### src/rtl/div_seq_if.sv
// div_seq_if: request/result bundle between the CPU control and the sequential divider
interface div_seq_if #(
    parameter int WIDTH = 32
);
    logic             start;
    logic             sign_mode;
    logic [WIDTH-1:0] S;
    logic [WIDTH-1:0] T;
    logic             busy;
    logic             done;
    logic [WIDTH-1:0] Y_hi;
    logic [WIDTH-1:0] Y_lo;
    logic             N;
    logic             Z;
    logic             div0;
    modport master (output start, sign_mode, S, T, input busy, done, Y_hi, Y_lo, N, Z, div0);
    modport slave (input start, sign_mode, S, T, output busy, done, Y_hi, Y_lo, N, Z, div0);
endinterface

### src/rtl/div_seq.sv
// div_seq: multi-cycle restoring divider, signed/unsigned, with start/busy/done handshake
module div_seq #(
    parameter int WIDTH = 32
) (
    input logic      clk,
    input logic      reset,
    div_seq_if.slave bus
);
    localparam int CNT_W = $clog2(WIDTH + 1);
    typedef enum logic [1:0] {IDLE, RUN, FIX} state_t;
    state_t           state, state_n;
    logic [WIDTH-1:0] rem, quo, dvs, abs_s, abs_t;
    logic [WIDTH:0]   diff;
    logic [CNT_W-1:0] cnt;
    logic             sn, tn, zd, t_zero;
    assign t_zero   = bus.T == '0;
    assign abs_s    = (bus.sign_mode && bus.S[WIDTH-1]) ? -bus.S : bus.S;
    assign abs_t    = (bus.sign_mode && bus.T[WIDTH-1]) ? -bus.T : bus.T;
    assign diff     = {rem, quo[WIDTH-1]} - {1'b0, dvs};
    assign bus.busy = state != IDLE;
    assign bus.N    = bus.Y_lo[WIDTH-1];
    assign bus.Z    = bus.Y_lo == '0;
    // state register
    always_ff @(posedge clk) begin
        if (reset) state <= IDLE;
        else state <= state_n;
    end
    // next state: a zero divisor skips the iterations and goes straight to the fixup
    always_comb begin
        state_n = state;
        if (state == IDLE && bus.start) state_n = t_zero ? FIX : RUN;
        else if (state == RUN && cnt == CNT_W'(1)) state_n = FIX;
        else if (state == FIX) state_n = IDLE;
    end
    // datapath: load magnitudes, shift/trial-subtract, then apply signs and register results
    always_ff @(posedge clk) begin
        if (reset) begin
            bus.done <= 1'b0;
            bus.div0 <= 1'b0;
            bus.Y_hi <= '0;
            bus.Y_lo <= '0;
            rem      <= '0;
            quo      <= '0;
            dvs      <= '0;
            cnt      <= '0;
            sn       <= 1'b0;
            tn       <= 1'b0;
            zd       <= 1'b0;
        end else begin
            bus.done <= 1'b0;
            case (state)
                IDLE: if (bus.start) begin
                    sn  <= bus.sign_mode & bus.S[WIDTH-1];
                    tn  <= bus.sign_mode & bus.T[WIDTH-1];
                    zd  <= t_zero;
                    rem <= t_zero ? bus.S : '0;
                    quo <= t_zero ? '1 : abs_s;
                    dvs <= abs_t;
                    cnt <= CNT_W'(WIDTH);
                end
                RUN: begin
                    rem <= diff[WIDTH] ? {rem[WIDTH-2:0], quo[WIDTH-1]} : diff[WIDTH-1:0];
                    quo <= {quo[WIDTH-2:0], ~diff[WIDTH]};
                    cnt <= cnt - 1'b1;
                end
                FIX: begin
                    bus.Y_lo <= (!zd && (sn ^ tn)) ? -quo : quo;
                    bus.Y_hi <= (!zd && sn) ? -rem : rem;
                    bus.div0 <= zd;
                    bus.done <= 1'b1;
                end
                default: ;
            endcase
        end
    end
endmodule

### src/flat_wrapper.sv
// flat-port wrapper written by rule: the top's interface ports become plain ports
module div_seq_flat 
#(
    parameter int WIDTH = 32
)
  (clk, reset, bus_start, bus_sign_mode, bus_S, bus_T, bus_busy, bus_done, bus_Y_hi, bus_Y_lo, bus_N, bus_Z, bus_div0);
  div_seq_if #(.WIDTH(WIDTH)) bus_i ();
  input logic clk;
  input logic reset;
  input wire logic [$bits(bus_i.start)-1:0] bus_start;
  input wire logic [$bits(bus_i.sign_mode)-1:0] bus_sign_mode;
  input wire logic [$bits(bus_i.S)-1:0] bus_S;
  input wire logic [$bits(bus_i.T)-1:0] bus_T;
  output wire logic [$bits(bus_i.busy)-1:0] bus_busy;
  output wire logic [$bits(bus_i.done)-1:0] bus_done;
  output wire logic [$bits(bus_i.Y_hi)-1:0] bus_Y_hi;
  output wire logic [$bits(bus_i.Y_lo)-1:0] bus_Y_lo;
  output wire logic [$bits(bus_i.N)-1:0] bus_N;
  output wire logic [$bits(bus_i.Z)-1:0] bus_Z;
  output wire logic [$bits(bus_i.div0)-1:0] bus_div0;
  assign bus_i.start = bus_start;
  assign bus_i.sign_mode = bus_sign_mode;
  assign bus_i.S = bus_S;
  assign bus_i.T = bus_T;
  assign bus_busy = bus_i.busy;
  assign bus_done = bus_i.done;
  assign bus_Y_hi = bus_i.Y_hi;
  assign bus_Y_lo = bus_i.Y_lo;
  assign bus_N = bus_i.N;
  assign bus_Z = bus_i.Z;
  assign bus_div0 = bus_i.div0;
  div_seq #(.WIDTH(WIDTH)) u_core (.clk(clk), .reset(reset), .bus(bus_i));
endmodule
### config.mk
export PLATFORM = sky130hd
export DESIGN_NAME = div_seq_flat
export DESIGN_NICKNAME = d
export VERILOG_FILES = /design/src/rtl/div_seq_if.sv /design/src/rtl/div_seq.sv /design/src/flat_wrapper.sv
export SDC_FILE = /design/constraint.sdc
export NUM_CORES = 1
export LEC_CHECK = 0
export BUFFER_PORTS_ARGS = -buffer_cell sky130_fd_sc_hd__buf_2
export CORE_MARGIN = 1
export CORE_UTILIZATION = 54
export DETAILED_ROUTE_END_ITERATION = 10
export PLACE_DENSITY_LB_ADDON = 0.08
export SYNTH_ARGS = -nofsm -noshare
export SYNTH_HDL_FRONTEND = slang
export SYNTH_SLANG_ARGS = --single-unit
export TNS_END_PERCENT = 10
### constraint.sdc
create_clock -name clk -period 3.24 [get_ports clk]
set_clock_uncertainty 0.15 [all_clocks]
set_input_delay 0.162 -clock clk [delete_from_list [all_inputs] [get_ports clk]]
set_output_delay 0.162 -clock clk [all_outputs]
set_load 0.01 [all_outputs]
==> run summary <==
Outcome -> completed
Syn Area/Cell -> 7.773 um^2
Wirelength, routed -> 34650 um
Vias in the first global route -> 10220
Async S/R FF share, synth -> 0%
Critical Path AT -> 3330 ps
Dpl cells -> 1827
Die Area -> 21130 um^2
Die span in y -> 145.4 um
Initial DRC Count -> 999
GR Overflow Total -> 0
Die W -> 145.4 um
Drt drc -> 0
Peak supply drop -> 0.0003506 V
H-tree depth -> 4
Gpl congestion -> 0.9501
Fill cell count -> 1761
LEAKAGE -> 5.354 nW
Max-cap violation count -> 0
Worst-case clock buffer depth -> 2
CP Max Fanout -> 5
Clk_lat worst skew -> 440 ps
Antenna Nets Post-Route -> 0
Final setup violating endpoints -> 0
Largest net degree at the start of global routing -> 91
PD cells -> 426.5 nW/um^2
Netlist area before placement -> 11100 um^2
Prevailing post-synth register cell -> dfxtp_1
Via Count -> 11510
Core area -> 20170 um^2
Max Fclk -> 0.3147 GHz
Area grow syn2layout -> 22.58%
Synth Instances -> 1428
Register area share after synthesis -> 31.20%
Slew at the pin with the worst max-slew slack -> 776.8 ps
Root buffer cell -> clkbuf_16
Row count -> 52
Clk sink count -> 173
Drt pass-1 iters -> 6
Most frequent cells after synthesis -> nor2_1, dfxtp_1, a21oi_1
Switching Share -> 33.48%
CTS tree -> done
Count leader, synth -> nor2_1
Dominant cell type by area after synthesis -> dfxtp_1
Post-synth EDFFs -> 0
Final period util -> 98.09%
Power consumption -> 5.803 mW
Type of the worst setup path -> flip-flop to flip-flop
Slowest cell on crit path -> or4_1
# diodes -> 0
Effective utilization at floorplan -> 55.03%
Yosys warnings -> 0
Crit. End Element -> flip-flop
Worst path max stage delay -> 470 ps
Initial antenna violation count -> 0
Final non-filler cell total -> 1905
Placement Cell Area -> 12460 um^2
RSZ-0062 raised after global routing -> true
Synth area leaders -> dfxtp_1, xor2_1, nor2_1
Vias per cell -> 6.040
Clock power share -> 35.2%
First-pass GRT wire length -> 55460 um
Port Buf Inserts -> 136
Slew headroom -> 48.09%
Cell Int Power -> 3.860 mW
Hold crit path type -> primary input to flip-flop
CTS buffer count -> 17
Gate power share -> 24.8%
Clock period minus worst slack -> 3178 ps
Area share of the largest cell type after synthesis -> 31.20%
Netlist cell types -> 68
CP cell instances -> or3_1, or3_1, or4_1, or3_1, nor2_1, nand2_1, o21ai_1, xnor2_1, a211oi_1
Worst Hold Slack -> 0.3328 ps
Syn_nets -> 1535
Count of final max-slew check failures -> 0
Switching pwr -> 1.943 mW
Reg clk slew, reported paths -> 70 ps
Synthesized flop and latch total -> 173
Worst path most repeated cell -> or3_1
CP Data Required Time -> 3390 ps
Layout cell share with drive strength beyond 1 -> 18.04%
Hold Fails Final Rpt -> 0
Nets -> 1729
GRT Resource Usage Total -> 32.67%
CP startpoint kind -> flip-flop
Num ports -> 137
Power share of the sequential group -> 40.0%
Final Instance Area -> 13610 um^2
Post-DP HPWL -> 25920 um
Routed length per instance -> 18.19 um
## per-stage QoR
step	setup WS, ps	setup TNS [ps]	utilization, %
global placement	-56.60	-376.4	61.77
finish	61.97	0	67.46
CTS	21.26	0	66.80
global route	-21.39	-27.90	67.46
floorplan	115.1	0	-
detailed placement	-147.9	-1032	61.77
## registers in the layout, indices dropped and copies added, names as in the netlist
signal / flops
u_core.quo: 32
u_core.bus.Y_hi: 32
u_core.tn: 1
u_core.bus.done: 1
u_core.zd: 1
u_core.bus.Y_lo: 32
u_core.bus.div0: 1
u_core.rem: 32
u_core.sn: 1
u_core.dvs: 32
u_core.cnt: 6
u_core.state: 2
## cell families after synthesis
family                   Yosys count  synth area share [%]
AO/OA/AOI/OAI                    494                 29.03
XOR/XNOR                         132                 10.42
adder cells (fa/ha/maj)           39                 4.464
buffers and inverters            154                 5.749
flip-flops                       173                 31.20
multiplexers                      10                0.9019
AND/OR/NAND/NOR                  426                 18.24
## per-layer routing
metal,share of wire [%],GRT usage [%]
met5,0,0
met4,2.8,12.53
met3,7.4,4.263
met2,44,50.02
met1,46,46.69
## layout make-up
class / instances / area, um^2 / share of cell area, %
Multi-Input combinational cell: 1101 / 7111 / 52.26
Sequential cell: 173 / 3465 / 25.46
Timing Repair Buffer: 272 / 1892 / 13.90
Clock buffer: 18 / 439.2 / 3.228
Tap cell: 270 / 337.8 / 2.483
Inverter: 57 / 214.0 / 1.573
Clock inverter: 14 / 147.6 / 1.085
## critical path: cells and delay by family, from the launching register on
kind             cells  cell delay (ps)
XOR/XNOR             1              280
AND/OR/NAND/NOR      6             1920
flip-flops           1              350
AO/OA/AOI/OAI        2              350
## power by group through the flow
stage / Sequential, mW / Combinational, mW / Clock [mW]
floorplan: 2.35 / 0.902 / 0
global placement: 2.36 / 1.32 / 0
detailed placement: 2.37 / 1.33 / 0
CTS: 2.32 / 1.38 / 2.07
global route: 2.34 / 1.57 / 2.16
finish: 2.32 / 1.44 / 2.04
## placed cells by master, fill, tap and decap left out, types with 6 or more instances in the layout
| master | n |
|---|---|
| xnor2_1 | 53 |
| a21o_1 | 15 |
| nor2b_1 | 6 |
| nand2b_1 | 11 |
| or3_1 | 27 |
| nor2_1 | 172 |
| and3_1 | 6 |
| mux2i_1 | 10 |
| inv_1 | 57 |
| a21oi_1 | 109 |
| xor2_1 | 79 |
| nand2_1 | 96 |
| a31oi_1 | 13 |
| nand4_1 | 7 |
| o21a_1 | 7 |
| ha_1 | 36 |
| a311oi_1 | 15 |
| dlygate4sd3_1 | 43 |
| a211oi_1 | 76 |
| nor4_1 | 18 |
| nand3_1 | 14 |
| and2_1 | 6 |
| buf_2 | 135 |
| a221oi_1 | 6 |
| buf_4 | 88 |
| clkbuf_16 | 18 |
| o21ai_0 | 103 |
| o31ai_1 | 18 |
| o22ai_1 | 16 |
| nor3_1 | 24 |
| or4_1 | 9 |
| o41ai_1 | 11 |
| a22oi_1 | 59 |
| dfxtp_1 | 172 |
## repair_timing
| action | in CTS | in global routing |
|---|---|---|
| cloned | 0 | 1 |
| hold buffers | 42 | 1 |
| resized for setup | 2 | 20 |
| setup endpoints to repair | 11 | 29 |
| endpoints found under the hold margin | 42 | 1 |
| buffers inserted | 0 | 2 |
| pin swaps | 0 | 8 |
## worst paths after layout
| check | start | to | slack (ps) | cells after the start |
|---|---|---|---|---|
| setup / recovery | u_core.quo[3] | u_core.bus.Y_lo[31] | 60 | 9 |
| hold / removal | bus_S[19] | u_core.rem[19] | 0.3 | 3 |
| setup reg to reg | u_core.quo[3] | u_core.bus.Y_lo[31] | 60 | 9 |
| hold reg to reg | u_core.bus.Y_hi[23] | u_core.bus.Y_hi[23] | 300 | 2 |
(Power assumes the default switching activity.)
